[config.mk]
export PLATFORM = sky130hd
export DESIGN_NAME = pixel_stream_driver
export DESIGN_NICKNAME = d
export VERILOG_FILES = /design/src/rtl/pixel_stream_pkg.sv /design/src/rtl/frame_buffer.sv /design/src/rtl/pixel_stream_driver.sv
export SDC_FILE = /design/constraint.sdc
export NUM_CORES = 1
export LEC_CHECK = 0
export ABC_AREA = 1
export CORE_ASPECT_RATIO = 0.6
export CORE_UTILIZATION = 55
export DETAILED_ROUTE_END_ITERATION = 10
export GPL_TIMING_DRIVEN = 1
export PLACE_DENSITY = 0.71
export SLEW_MARGIN = 30
export SYNTH_ARGS = -nofsm -noshare
export SYNTH_HDL_FRONTEND = slang
export SYNTH_HIERARCHICAL = 1
export SYNTH_SLANG_ARGS = --single-unit
[constraint.sdc]
create_clock -name clk -period 3.89 [get_ports clk]
set_input_delay 1.167 -clock clk [delete_from_list [all_inputs] [get_ports clk]]
set_output_delay 1.167 -clock clk [all_outputs]
set_load 0.005 [all_outputs]
[src/rtl/pixel_stream_pkg.sv]
// Shared types and default geometry for the kernel-RAM pixel stream driver.
package pixel_stream_pkg;

  localparam int unsigned N_DEFAULT = 8;
  localparam int unsigned BIT_SIZE_DEFAULT = 6;
  localparam int unsigned HOLD_DEFAULT = 2;
  localparam int unsigned FRAME = N_DEFAULT * N_DEFAULT;
  localparam int unsigned ADDR_W = BIT_SIZE_DEFAULT + 1;

  typedef enum logic [2:0] {
    StLoad,
    StReady,
    StBroadcast,
    StGap,
    StReadout,
    StDone
  } state_e;

endpackage

[src/rtl/frame_buffer.sv]
// One-frame pixel store: single write port, single read port, one-cycle registered read.
module frame_buffer #(
  parameter int unsigned Depth = 64
) (
  input  logic                     clk,
  input  logic                     rst_n,
  input  logic                     wr_en,
  input  logic [$clog2(Depth)-1:0] wr_addr,
  input  logic [7:0]               wr_data,
  input  logic                     rd_en,
  input  logic [$clog2(Depth)-1:0] rd_addr,
  output logic [7:0]               rd_data
);

  logic [7:0] mem [Depth];
  logic [7:0] rd_data_q;

  always_ff @(posedge clk) begin
    if (wr_en) begin
      mem[wr_addr] <= wr_data;
    end
  end

  // Read port idles at zero so the driven data bus is quiet outside the broadcast.
  always_ff @(posedge clk) begin
    if (!rst_n) begin
      rd_data_q <= 8'h00;
    end else if (rd_en) begin
      rd_data_q <= mem[rd_addr];
    end else begin
      rd_data_q <= 8'h00;
    end
  end

  assign rd_data = rd_data_q;

endmodule

[src/rtl/pixel_stream_driver.sv]
// Buffers one frame, broadcasts it to the kernel RAM bank, then reads the per-pixel results back.
module pixel_stream_driver
  import pixel_stream_pkg::*;
#(
  parameter int unsigned N        = N_DEFAULT,
  parameter int unsigned BIT_SIZE = BIT_SIZE_DEFAULT,
  parameter int unsigned HOLD     = HOLD_DEFAULT
) (
  input  logic              clk,
  input  logic              rst_n,
  input  logic              load_valid,
  output logic              load_ready,
  input  logic [7:0]        load_data,
  input  logic              start,
  output logic              busy,
  output logic              done,
  output logic              we,
  output logic              re,
  output logic [BIT_SIZE:0] pixel_position_or_address,
  output logic [7:0]        data_out,
  input  logic [7:0]        result_in,
  output logic              result_valid,
  output logic [7:0]        result_data,
  output logic [BIT_SIZE:0] result_addr
);

  localparam int unsigned FrameLen = N * N;
  localparam int unsigned AddrW    = BIT_SIZE + 1;
  localparam int unsigned IdxW     = $clog2(FrameLen);
  localparam int unsigned HoldW    = (HOLD > 1) ? $clog2(HOLD) : 1;
  localparam logic [AddrW-1:0] AddrLast = AddrW'(FrameLen - 1);
  localparam logic [HoldW-1:0] HoldLast = HoldW'(HOLD - 1);

  state_e           state_q, state_d;
  logic [AddrW-1:0] addr_q, addr_d;
  logic [AddrW-1:0] load_cnt_q, load_cnt_d;
  logic [HoldW-1:0] hold_q, hold_d;
  logic             we_q, re_q, busy_q, done_q, load_ready_q;
  logic             res_valid_q, res_valid_d;
  logic [7:0]       res_data_q, res_data_d;
  logic [AddrW-1:0] res_addr_q, res_addr_d;
  logic             buf_wr_en;
  logic             hold_last, addr_last;

  assign hold_last = (hold_q == HoldLast);
  assign addr_last = (addr_q == AddrLast);

  always_comb begin
    state_d     = state_q;
    addr_d      = addr_q;
    hold_d      = hold_q;
    load_cnt_d  = load_cnt_q;
    res_valid_d = 1'b0;
    res_data_d  = res_data_q;
    res_addr_d  = res_addr_q;
    buf_wr_en   = 1'b0;
    unique case (state_q)
      StLoad: begin
        if (load_valid && load_ready_q) begin
          buf_wr_en  = 1'b1;
          load_cnt_d = load_cnt_q + 1'b1;
          if (load_cnt_q == AddrLast) begin
            state_d = StReady;
          end
        end
      end
      StReady: begin
        if (start) begin
          state_d = StBroadcast;
          addr_d  = '0;
          hold_d  = '0;
        end
      end
      StBroadcast, StReadout: begin
        if (hold_last) begin
          hold_d = '0;
          if (addr_last) begin
            state_d = (state_q == StBroadcast) ? StGap : StDone;
            addr_d  = '0;
          end else begin
            addr_d = addr_q + 1'b1;
          end
          // The consumers have settled by the last cycle of each read window.
          if (state_q == StReadout) begin
            res_valid_d = 1'b1;
            res_data_d  = result_in;
            res_addr_d  = addr_q;
          end
        end else begin
          hold_d = hold_q + 1'b1;
        end
      end
      StGap: begin
        if (hold_last) begin
          hold_d  = '0;
          state_d = StReadout;
        end else begin
          hold_d = hold_q + 1'b1;
        end
      end
      StDone: begin
        state_d    = StLoad;
        addr_d     = '0;
        hold_d     = '0;
        load_cnt_d = '0;
      end
      default: state_d = StLoad;
    endcase
  end

  always_ff @(posedge clk) begin
    if (!rst_n) begin
      state_q      <= StLoad;
      addr_q       <= '0;
      hold_q       <= '0;
      load_cnt_q   <= '0;
      we_q         <= 1'b0;
      re_q         <= 1'b0;
      busy_q       <= 1'b0;
      done_q       <= 1'b0;
      load_ready_q <= 1'b1;
      res_valid_q  <= 1'b0;
      res_data_q   <= 8'h00;
      res_addr_q   <= '0;
    end else begin
      state_q      <= state_d;
      addr_q       <= addr_d;
      hold_q       <= hold_d;
      load_cnt_q   <= load_cnt_d;
      we_q         <= (state_d == StBroadcast);
      re_q         <= (state_d == StReadout);
      busy_q       <= (state_d == StBroadcast) || (state_d == StGap) || (state_d == StReadout);
      done_q       <= (state_d == StDone);
      load_ready_q <= (state_d == StLoad);
      res_valid_q  <= res_valid_d;
      res_data_q   <= res_data_d;
      res_addr_q   <= res_addr_d;
    end
  end

  // Read address runs on the next-state address so data_out lands with its address.
  frame_buffer #(
    .Depth(FrameLen)
  ) u_frame_buffer (
    .clk    (clk),
    .rst_n  (rst_n),
    .wr_en  (buf_wr_en),
    .wr_addr(load_cnt_q[IdxW-1:0]),
    .wr_data(load_data),
    .rd_en  (state_d == StBroadcast),
    .rd_addr(addr_d[IdxW-1:0]),
    .rd_data(data_out)
  );

  assign load_ready                = load_ready_q;
  assign busy                      = busy_q;
  assign done                      = done_q;
  assign we                        = we_q;
  assign re                        = re_q;
  assign pixel_position_or_address = addr_q;
  assign result_valid              = res_valid_q;
  assign result_data               = res_data_q;
  assign result_addr               = res_addr_q;

endmodule

==> metrics.yaml <==
grt_pass1_wl_um: 88300
relSlewSlack_pct: 40.1
synth_xor_area_share_pct: 0.114
cts_max_path_buffers: 3
fillers: 3124
syn2layout_area_growth_pct: 14.3
fin_crit_sh_pct: 85.6
synth_cells: 2051
final_hold_viol_count: 0
drt_pass1_iterations: 5
holdPathStages: 2
critPathCaptureType: "flip-flop"
setup_violations: 0
yosys.area_share.simple_pct: 23.9
syn_area_um2: 23000
yosys_warnings: 6
drc_errors: 0
port_buffers: 55
synth_fa_ha_area_share_pct: 0.109
tritoncts: "built"
clk_latency_ps: 580
syn_nets: 2073
multi_input_area_um2: 5800
avgSynthCellArea_um2: 11.2
powerDensity_nw_per_um2: 448
worstPathRequired_ps: 4360
cts_sinks: 559
synth_top_area_share_pct: 67.0
grt_use_total_pct: 27.4
nets: 2186
post-route-util_pct: 64.3
hpwl_um: 36100
worst_r2r_path_depth: 16
wirelength_um: 58200
seq_area_frac_synth_pct: 71.1
vias: 15900
antenna_cells: 0
antenna_found_initial: 0
cts_hold_buffers: 0
routedWlPerCell_um: 21.0
p_total_w: 0.0118
synth_top_family_by_area: "simple AND/OR/NAND/NOR gates"
fin_skew_ps: 19.4
synth_cell_types: 30
io-pin-count: 56
fin_crit_ps: 3330
stdcell_count: 2765
worst_slew_pin_slew_ps: 898
muxShareOfSynthArea_pct: 0
postCtsSetupBuffers: 0
synthArstFlopShare_pct: 0
place.gp.congestion: 0.929
clkTransAtPathRegs_ps: 60
cp.arrival_ps: 3800
die_h_um: 160
grt_pass1_vias: 14900
drive_gt1_share_pct: 10.3
initial_utilization_pct: 56.3
leakagePower_nw: 9.64
synth_flop_cell: "edfxtp_1"
slew_violations: 0
synth_edf_count: 512
synth_area_leaders: "edfxtp_1 67%, nand2_1 11%, nand3_1 9.9%"
ir_drop_mv: 0.375
cts_max_level: 2
crit_path_max_fanout: 100
drv_cap: 0
crit_type: "input port to flip-flop"
outcome: "finished clean"
dieArea_um2: 42600
finalSetupTns_ps: 0
critPathLaunchType: "input port"
seq_area_um2: 16300
cts_resized: 0
core-area_um2: 40800
die_x_um: 266
rsz0062_at_grt: "no"
cts_made_buffers: 50
cts-root-buf: "clkbuf_16"
hold_path.class: "flip-flop to flip-flop"
max_freq_mhz: 300
place_inst: 2672
synth-compound-area-share_pct: 0.992
ys_ff_latch: 559
grt_start_max_net_pins: 101
grt_overflow: 0
layout_common_cells: "698 x nand2_1, 512 x edfxtp_1, 452 x nand3_1, 109 x buf_4, 100 x nor2_1"
via_per_inst: 5.74
drt_iter0_markers: 2112
synth_top_area_cell: "edfxtp_1"
ant_nets: 0
rows: 57
final_common_cell: "nand2_1"
-- registers in the layout, summed over array words and instances, names as in the netlist --
signal	flops
result_addr	7
u_frame_buffer/rd_data	8
result_data	8
u_frame_buffer/mem	512
we	1
re	1
load_cnt_q	7
load_ready	1
busy	1
done	1
state_q	3
hold_last	1
pixel_position_or_address	7
result_valid	1
-- metal layers --
| metal | vias to the layer above | global-route usage, % | routed length (um) |
|---|---|---|---|
| li1 | 7362 | - | - |
| met1 | 7569 | 43.0 | 25600 |
| met2 | 867 | 39.1 | 24900 |
| met3 | 74 | 6.35 | 6670 |
| met4 | 0 | 5.43 | 966 |
| met5 | - | 0 | 0 |
-- cells in the mapped netlist, types with 2 or more instances --
library cell and instances:
nor2_1 100, nand3_1 452, buf_2 16, xor2_1 2
dfxtp_1 47, buf_6 10, nand2_1 701, edfxtp_1 512
nand2_2 3, ha_1 2, buf_1 24, nand4_1 12
inv_1 37, clkbuf_1 25, a21oi_1 22, nor2_4 3
inv_2 2, buf_4 41, nor3_1 3, o21ai_0 19
nor4_1 8, nand3_2 2
-- per-stage QoR --
stage	instance area (um^2)	setup slack, ps	hold WS (ps)
floorplan	23000	664	439
global placement	24600	140	446
detailed placement	24600	67.0	463
CTS	26200	636	472
global route	26200	422	510
finish	26200	561	470
-- area by class of cell --
class	instances	share of cell area, %
clock buffer	60	5.19
inverter	40	0.601
sequential	559	62.2
clock inverter	33	1.07
tap	560	2.67
timing repair buffer	179	6.21
multi-input combinational	1334	22.1
-- power by group --
group          internal, W  switching [W]  total, W
sequential         0.00657      0.0000122   0.00658
clock              0.00278        0.00219   0.00497
combinational    0.0000483       0.000166  0.000215
-- cells by family after synthesis --
| kind of cell | count (synthesis) |
|---|---|
| flops | 559 |
| simple gates | 1285 |
| buf+inv | 158 |
| xor+xnor | 3 |
| compound gates | 44 |
| fa+ha+maj | 2 |
-- path summary, 6_finish.rpt --
| check | start | endpoint | slack, ps |
|---|---|---|---|
| setup / recovery | start | u_frame_buffer/rd_data[4] | 560 |
| hold / removal | load_cnt_q[6] | load_cnt_q[6] | 470 |
| setup reg to reg | pixel_position_or_address[1] | u_frame_buffer/rd_data[4] | 880 |
| hold reg to reg | load_cnt_q[6] | load_cnt_q[6] | 470 |
-- critical path, stage by stage --
cell	delay, ps
clkdlybuf4s50_1	420
nor2_1	170
inv_1	100
nand2_2	140
nand2_1	130
nand2_4	140
buf_12	340
nand2_1	90
nand3_1	110
nand3_1	200
nand2_1	130
nand2_1	80
nand3_1	100
nand3_1	150
a21oi_1	220
(Power assumes the default switching activity.)
